[config.mk]
export PLATFORM = sky130hd
export DESIGN_NAME = dmem_mmio_bridge
export DESIGN_NICKNAME = d
export VERILOG_FILES = /design/src/rtl/dmem_mmio_bridge.sv
export SDC_FILE = /design/constraint.sdc
export NUM_CORES = 1
export LEC_CHECK = 0
export ABC_AREA = 1
export BUFFER_PORTS_ARGS = -buffer_cell sky130_fd_sc_hd__buf_4
export CAP_MARGIN = 20
export CORE_MARGIN = 2
export CORE_UTILIZATION = 35
export DETAILED_ROUTE_END_ITERATION = 8
export GPL_ROUTABILITY_DRIVEN = 0
export PLACE_DENSITY = 0.6
export SYNTH_ARGS = -nofsm -noshare
export SYNTH_HDL_FRONTEND = slang
export SYNTH_SLANG_ARGS = --single-unit
[constraint.sdc]
create_clock -name clock -period 7.7 [get_ports clock]
set_input_delay 0.385 -clock clock [delete_from_list [all_inputs] [get_ports clock]]
set_output_delay 0.385 -clock clock [all_outputs]
set_load 0.02 [all_outputs]
[src/rtl/dmem_mmio_bridge.sv]
// Routes the processor dmem port to the data RAM or to an MMIO bank (LED, switches, timer, TX FIFO).
// Optional timer compare register and interrupt enabled with `define TIMER_IRQ_EN.
module dmem_mmio_bridge #(
    parameter int          RAM_AW     = 12,
    parameter int          FIFO_DEPTH = 4,
    parameter logic [31:0] MMIO_BASE  = 32'hFFFFFF00
) (
    input  logic              clock,
    input  logic              reset,
    input  logic [31:0]       address_dmem,
    input  logic [31:0]       data,
    input  logic              wren,
    output logic [31:0]       q_dmem,
    output logic [RAM_AW-1:0] ram_addr,
    output logic [31:0]       ram_data,
    output logic              ram_wren,
    input  logic [31:0]       ram_q,
    input  logic [15:0]       switches,
    output logic [15:0]       leds,
    output logic [7:0]        tx_data,
    output logic              tx_valid,
    input  logic              tx_ready,
    output logic              irq
);

    localparam int PW = $clog2(FIFO_DEPTH);
    localparam int CW = PW + 1;

    typedef enum logic [2:0] {
        SEL_NONE, SEL_RAM, SEL_LED, SEL_SW, SEL_TIMER, SEL_TXDATA, SEL_TXSTAT, SEL_CMP
    } sel_t;

    sel_t          sel_now;
    sel_t          sel_reg;
    logic [31:0]   rd_next;
    logic [31:0]   rd_reg;
    logic [31:0]   mmio_off;

    logic [15:0]   leds_reg;
    logic [15:0]   sw_meta_reg;
    logic [15:0]   sw_sync_reg;
    logic [31:0]   timer_reg;
    logic [31:0]   timer_next;

    logic [7:0]    fifo_mem [FIFO_DEPTH];
    logic [PW-1:0] wr_ptr_reg;
    logic [PW-1:0] rd_ptr_reg;
    logic [CW-1:0] count_reg;
    logic [CW-1:0] count_next;
    logic          ovf_reg;
    logic          ovf_next;
    logic          fifo_full;
    logic          fifo_empty;
    logic          push_req;
    logic          do_push;
    logic          do_pop;
    logic          ovf_set;
    logic          ovf_clear;

    assign mmio_off = address_dmem - MMIO_BASE;

    always_comb begin
        sel_now = SEL_NONE;
        if (address_dmem[31:RAM_AW] == '0) begin
            sel_now = SEL_RAM;
        end else if (address_dmem >= MMIO_BASE) begin
            case (mmio_off)
                32'd0:   sel_now = SEL_LED;
                32'd1:   sel_now = SEL_SW;
                32'd2:   sel_now = SEL_TIMER;
                32'd3:   sel_now = SEL_TXDATA;
                32'd4:   sel_now = SEL_TXSTAT;
`ifdef TIMER_IRQ_EN
                32'd5:   sel_now = SEL_CMP;
`endif
                default: sel_now = SEL_NONE;
            endcase
        end
    end

    assign ram_addr = address_dmem[RAM_AW-1:0];
    assign ram_data = data;
    assign ram_wren = wren && (sel_now == SEL_RAM);

    // A timer write overrides the increment; reads return the post-update value.
    assign timer_next = (wren && sel_now == SEL_TIMER) ? data : timer_reg + 32'd1;

    assign fifo_full  = (count_reg == CW'(FIFO_DEPTH));
    assign fifo_empty = (count_reg == '0);
    assign tx_valid   = !fifo_empty;
    assign tx_data    = fifo_mem[rd_ptr_reg];
    assign do_pop     = tx_valid && tx_ready;
    assign push_req   = wren && (sel_now == SEL_TXDATA);
    // When full, a simultaneous pop frees the slot the push lands in.
    assign do_push    = push_req && (!fifo_full || do_pop);
    assign ovf_set    = push_req && fifo_full && !do_pop;
    assign ovf_clear  = !wren && (sel_now == SEL_TXSTAT);
    assign ovf_next   = (ovf_reg && !ovf_clear) || ovf_set;

    always_comb begin
        count_next = count_reg;
        case ({do_push, do_pop})
            2'b10:   count_next = count_reg + CW'(1);
            2'b01:   count_next = count_reg - CW'(1);
            default: count_next = count_reg;
        endcase
    end

`ifdef TIMER_IRQ_EN
    logic [31:0] cmp_reg;
    logic        irq_reg;
    logic        cmp_we;

    assign cmp_we = wren && (sel_now == SEL_CMP);
    assign irq    = irq_reg;

    always_ff @(posedge clock) begin
        if (reset) begin
            cmp_reg <= 32'hFFFFFFFF;
            irq_reg <= 1'b0;
        end else begin
            if (cmp_we) begin
                cmp_reg <= data;
                irq_reg <= 1'b0;
            end else if (timer_reg == cmp_reg) begin
                irq_reg <= 1'b1;
            end
        end
    end
`else
    assign irq = 1'b0;
`endif

    always_comb begin
        rd_next = 32'd0;
        case (sel_now)
            SEL_LED:    rd_next = {16'd0, leds_reg};
            SEL_SW:     rd_next = {16'd0, sw_sync_reg};
            SEL_TIMER:  rd_next = timer_next;
            SEL_TXDATA: rd_next = {{(32-CW){1'b0}}, count_reg};
            SEL_TXSTAT: rd_next = {29'd0, ovf_reg, fifo_empty, fifo_full};
`ifdef TIMER_IRQ_EN
            SEL_CMP:    rd_next = cmp_reg;
`endif
            default:    rd_next = 32'd0;
        endcase
    end

    generate
        for (genvar gi = 0; gi < FIFO_DEPTH; gi++) begin : g_fifo
            always_ff @(posedge clock) begin
                if (reset) begin
                    fifo_mem[gi] <= 8'd0;
                end else if (do_push && wr_ptr_reg == PW'(gi)) begin
                    fifo_mem[gi] <= data[7:0];
                end
            end
        end
    endgenerate

    always_ff @(posedge clock) begin
        if (reset) begin
            sel_reg     <= SEL_NONE;
            rd_reg      <= 32'd0;
            leds_reg    <= 16'd0;
            sw_meta_reg <= 16'd0;
            sw_sync_reg <= 16'd0;
            timer_reg   <= 32'd0;
            wr_ptr_reg  <= '0;
            rd_ptr_reg  <= '0;
            count_reg   <= '0;
            ovf_reg     <= 1'b0;
        end else begin
            sel_reg     <= sel_now;
            rd_reg      <= rd_next;
            sw_meta_reg <= switches;
            sw_sync_reg <= sw_meta_reg;
            timer_reg   <= timer_next;
            count_reg   <= count_next;
            ovf_reg     <= ovf_next;
            if (wren && sel_now == SEL_LED) leds_reg <= data[15:0];
            if (do_push) wr_ptr_reg <= wr_ptr_reg + PW'(1);
            if (do_pop)  rd_ptr_reg <= rd_ptr_reg + PW'(1);
        end
    end

    assign leds   = leds_reg;
    assign q_dmem = (sel_reg == SEL_RAM) ? ram_q : rd_reg;

endmodule
==> tab_implementation.tex <==
\begin{tabular}{lr}
\hline
Metric & Value \\
\hline
\multicolumn{2}{l}{\textbf{Run}} \\
Max-cap violations & 0 \\
\multicolumn{2}{l}{\textbf{STA}} \\
Unrepaired setup endpoints after global routing & no \\
Post-route clock period utilization & 0.379 \\
Final TNS setup & 0 ps \\
Crit path time final & 2920 ps \\
Remaining max-slew budget at the tightest pin & 0.351 \\
Maximum achievable frequency & 0.343 GHz \\
Number of hold violations in the final report & 0 \\
Hold Slack & 161 ps \\
Final Max Tran Viols & 0 \\
Measured slew at the worst slew-check pin & 973 ps \\
\# setup viols final & 0 \\
Maximum clock skew at final layout & 8.98 ps \\
Setup WS post-layout & 4780 ps \\
\multicolumn{2}{l}{\textbf{Power and ir drop}} \\
Total power draw & 1.95 mW \\
Worst VDD drop & 0.000117 V \\
Standby leakage power & 4.74 nW \\
Power density over the cells & 185 nW/um\^{}2 \\
\multicolumn{2}{l}{\textbf{Logic synthesis}} \\
Cell type contributing the most total cell area after synthesis & dfxtp\_1 \\
Count leader, synth & nand2\_1 \\
Most used standard cells in the synthesized netlist & 208 x nand2\_1, 190 x nor2\_1, 130 x inv\_1 \\
Number of warnings issued by yosys & 0 \\
Avg Cell Area, Syn & 7.74 sq um \\
Post-synthesis share of cell area spent on full adders, half adders and majority gates & 0.0113 \\
Synthesized-area fraction occupied by xor and xnor cells & 0.0303 \\
Number of enable flip-flop cells after synthesis & 32 \\
Gate count after technology mapping & 1084 \\
Compound-cell area share of the yosys netlist & 0.0899 \\
Mux cell area share after synthesis & 0.0429 \\
Number of different library cells in the post-synthesis netlist & 44 \\
Post-synth design cell area & 8390 sq um \\
Portion of the post-synthesis area used by sequential elements & 0.413 \\
Simple-Gate Fraction of Synth Area & 0.291 \\
Leading cell types by total area after synthesis & dfxtp\_1 30\%, edfxtp\_1 11\%, nand2\_1 9.3\% \\
Register bit total from synthesis & 157 \\
Area share of the largest cell type after synthesis & 0.298 \\
Ys flop type & dfxtp\_1 \\
Share of synthesized flip-flops with an asynchronous set or reset & 0 \\
Main combinational cell family by area after synthesis & simple AND/OR/NAND/NOR gates \\
Syn nets & 1207 \\
\multicolumn{2}{l}{\textbf{Clock network}} \\
Post-CTS setup-driven buffer insertion count & 0 \\
TritonCTS Sinks & 157 \\
Clock latency on the worst-skew pair & 420 ps \\
Clock tree from TritonCTS & yes \\
Total clock buffers created by CTS & 17 \\
Number of gates given a new drive strength after cts & 0 \\
Clock buffer depth & 2 \\
H-tree depth reported by CTS & 4 \\
Clock slew at reported path FFs & 70 ps \\
Clk Tree Root Cell & clkbuf\_16 \\
Hold-fix buffers at CTS & 0 \\
\multicolumn{2}{l}{\textbf{Setup path}} \\
Required time worst endpoint & 8000 ps \\
Critical Path Sink Type & flop \\
Dominant delay contributor by cell family on the critical path & simple AND/OR/NAND/NOR gates \\
Category of the worst setup path launch point & primary input \\
Kind of critical path & in -> reg \\
FF-to-FF End & timer\_reg[30] \\
Cells traversed along the worst timing path & buf\_4 -> nand2\_1 -> nor2\_4 -> nand2\_2 -> nand2\_1 -> nand2\_1 -> a21oi\_1 -> nand2\_1 -> nor2\_1 -> nand3\_1 -> nor2\_2 -> nand2\_1 -> nand4\_2 -> nor2\_4 -> inv\_1 -> ha\_1 -> inv\_1 -> fa\_1 -> a21oi\_1 -> o21ai\_0 -> o21ai\_0 -> a21oi\_1 \\
Cell with the largest stage delay on the worst path & fa\_1 \\
Critical Path Max Stage Delay & 380 ps \\
Maximum fanout encountered on the critical timing path & 6 \\
Worst path most repeated cell & nand2\_1 \\
Combined buffer and inverter count along the critical path & 3 \\
Critical Path AT & 3220 ps \\
Worst reg2reg startpoint & timer\_reg[0] \\
Depth of the worst register-to-register path & 13 \\
Setup slack, reg-to-reg & 4950 ps \\
\multicolumn{2}{l}{\textbf{Drt}} \\
Count of TritonRoute iterations in the first routing pass & 4 \\
Routed WL & 21900 um \\
First DRT Iteration DRCs & 343 \\
Drt wl/cell & 13.9 um \\
Routed vias & 7189 \\
Number of nets with antenna violations after detailed routing & 0 \\
Vias/cell & 4.56 \\
DRC violations left & 0 \\
\multicolumn{2}{l}{\textbf{GRT}} \\
Initial antenna violation count & 0 \\
All-layer global routing usage & 0.170 \\
Vias in the first global route & 6696 \\
Total gr overflow & 0 \\
Largest net degree at the start of global routing & 79 \\
Global-route wire length before repair & 34600 um \\
\multicolumn{2}{l}{\textbf{Floorplan}} \\
Effective utilization at floorplan & 0.357 \\
Horizontal extent of the die & 159 um \\
Overall die area & 25200 sq um \\
Vert. Die Dim & 159 um \\
Number of top-level pins & 219 \\
Standard-cell row count & 56 \\
CORE AREA & 23500 sq um \\
\multicolumn{2}{l}{\textbf{Worst hold path}} \\
Worst min-delay path endpoint & sw\_meta\_reg[10] \\
Startpoint of the tightest hold check path & switches[10] \\
Worst Hold Depth & 3 \\
Class of the tightest hold or removal check & in -> reg \\
\multicolumn{2}{l}{\textbf{Cells and area}} \\
Final-stage net count & 1367 \\
Fillers & 2378 \\
Area added between synthesis and finish & 25.7\% \\
Multi-input gate area & 3910 sq um \\
Count of antenna diodes in the layout & 0 \\
Storage cell area & 3460 sq um \\
Share of final-layout standard cells stronger than drive strength 1 & 0.288 \\
\multicolumn{2}{l}{\textbf{Placed design}} \\
Hpwl dp & 16000 um \\
Pre-CTS WS & 4400 ps \\
Number of buffers added on ports & 217 \\
\multicolumn{2}{l}{\textbf{Run status}} \\
Outcome & complete, no violations \\
\hline
\end{tabular}
power breakdown:
part	switching [mW]	internal (mW)
sequential	0.0118	0.856
clock	0.358	0.510
combinational	0.126	0.0904
total	0.497	1.46
how the worst max path moves through the flow:
stage | slack (ps) | end | depth (start not counted) | start
2_1_floorplan | 4870 | count_reg[2] | 21 | address_dmem[8]
3_3_place_gp | 4450 | count_reg[2] | 22 | address_dmem[8]
3_5_place_dp | 4400 | count_reg[2] | 22 | address_dmem[8]
4_1_cts | 4860 | count_reg[2] | 22 | address_dmem[8]
5_1_grt | 4450 | count_reg[2] | 22 | address_dmem[10]
6_report | 4780 | count_reg[2] | 22 | address_dmem[8]
layout by cell type, fill, tap and decap left out, types with 2 or more instances in the layout:
cell type,synthesis,layout
xor2_1,17,17
inv_6,0,4
o21ai_0,43,43
nand4_1,18,18
clkbuf_16,0,19
inv_2,5,5
dfxtp_1,125,125
nand3b_1,3,3
xnor2_1,12,12
mux2_2,32,32
nor4_1,4,4
nand4_4,2,2
buf_4,48,218
o21ai_1,20,20
nand2_1,208,208
nor3_2,15,15
a21oi_1,16,16
nand3_2,4,4
ha_1,6,6
nand3_1,25,25
nor2_4,8,8
nor2_1,190,190
nor3_1,17,17
nand2_2,7,7
edfxtp_1,32,32
inv_1,130,130
nor2_2,13,13
nor2_8,2,2
clkinv_1,2,2
o22ai_1,11,11
a211oi_2,16,16
clkbuf_8,0,2
nand3_4,2,2
clkinv_4,1,4
a31oi_1,13,13
stage by stage:
stage                     cell area, sq um   util  std cells
final                                10500  0.449       1576
after global routing                 10500  0.449       1576
after CTS                            10500  0.449       1576
after detailed placement              9930  0.423       1544
after global placement                9930  0.423       1544
after floorplan                       8390      -       1084
metal layers:
| metal | vias to the layer above | routed length (um) | part of all wire | GRT usage |
|---|---|---|---|---|
| li1 | 3738 | - | - | - |
| met5 | - | 0 | 0 | 0 |
| met4 | 0 | 367 | 0.017 | 0.0521 |
| met3 | 22 | 1160 | 0.053 | 0.0397 |
| met2 | 188 | 10200 | 0.47 | 0.279 |
| met1 | 3241 | 10100 | 0.46 | 0.223 |
worst register-to-register path, cell delays in order (launching register included):
cell	delay [ps]
dfxtp_1	360
ha_1	200
nand3_1	160
nor3_1	280
nand2_1	140
nor2_2	180
nand2_1	140
nor3_2	300
nand2_1	170
nor3_1	250
xor2_1	170
nand2_1	60
o21ai_0	150
nor2_1	80
area by class of cell:
| class | instances | share of cell area |
|---|---|---|
| Clock buffer | 21 | 0.0477 |
| Clock inverter | 11 | 0.0110 |
| Inverter | 138 | 0.0496 |
| Multi-Input combinational cell | 712 | 0.370 |
| Sequential cell | 157 | 0.328 |
| Tap cell | 319 | 0.0378 |
| Timing Repair Buffer | 218 | 0.155 |
kinds of logic after synthesis:
| group | after synthesis |
|---|---|
| compound gates | 120 |
| other cells | 1 |
| fa+ha+maj | 7 |
| flops | 157 |
| mux | 32 |
| xor+xnor | 29 |
| simple gates | 523 |
| buf+inv | 215 |
No activity file was read; power rests on OpenSTA's default activity.
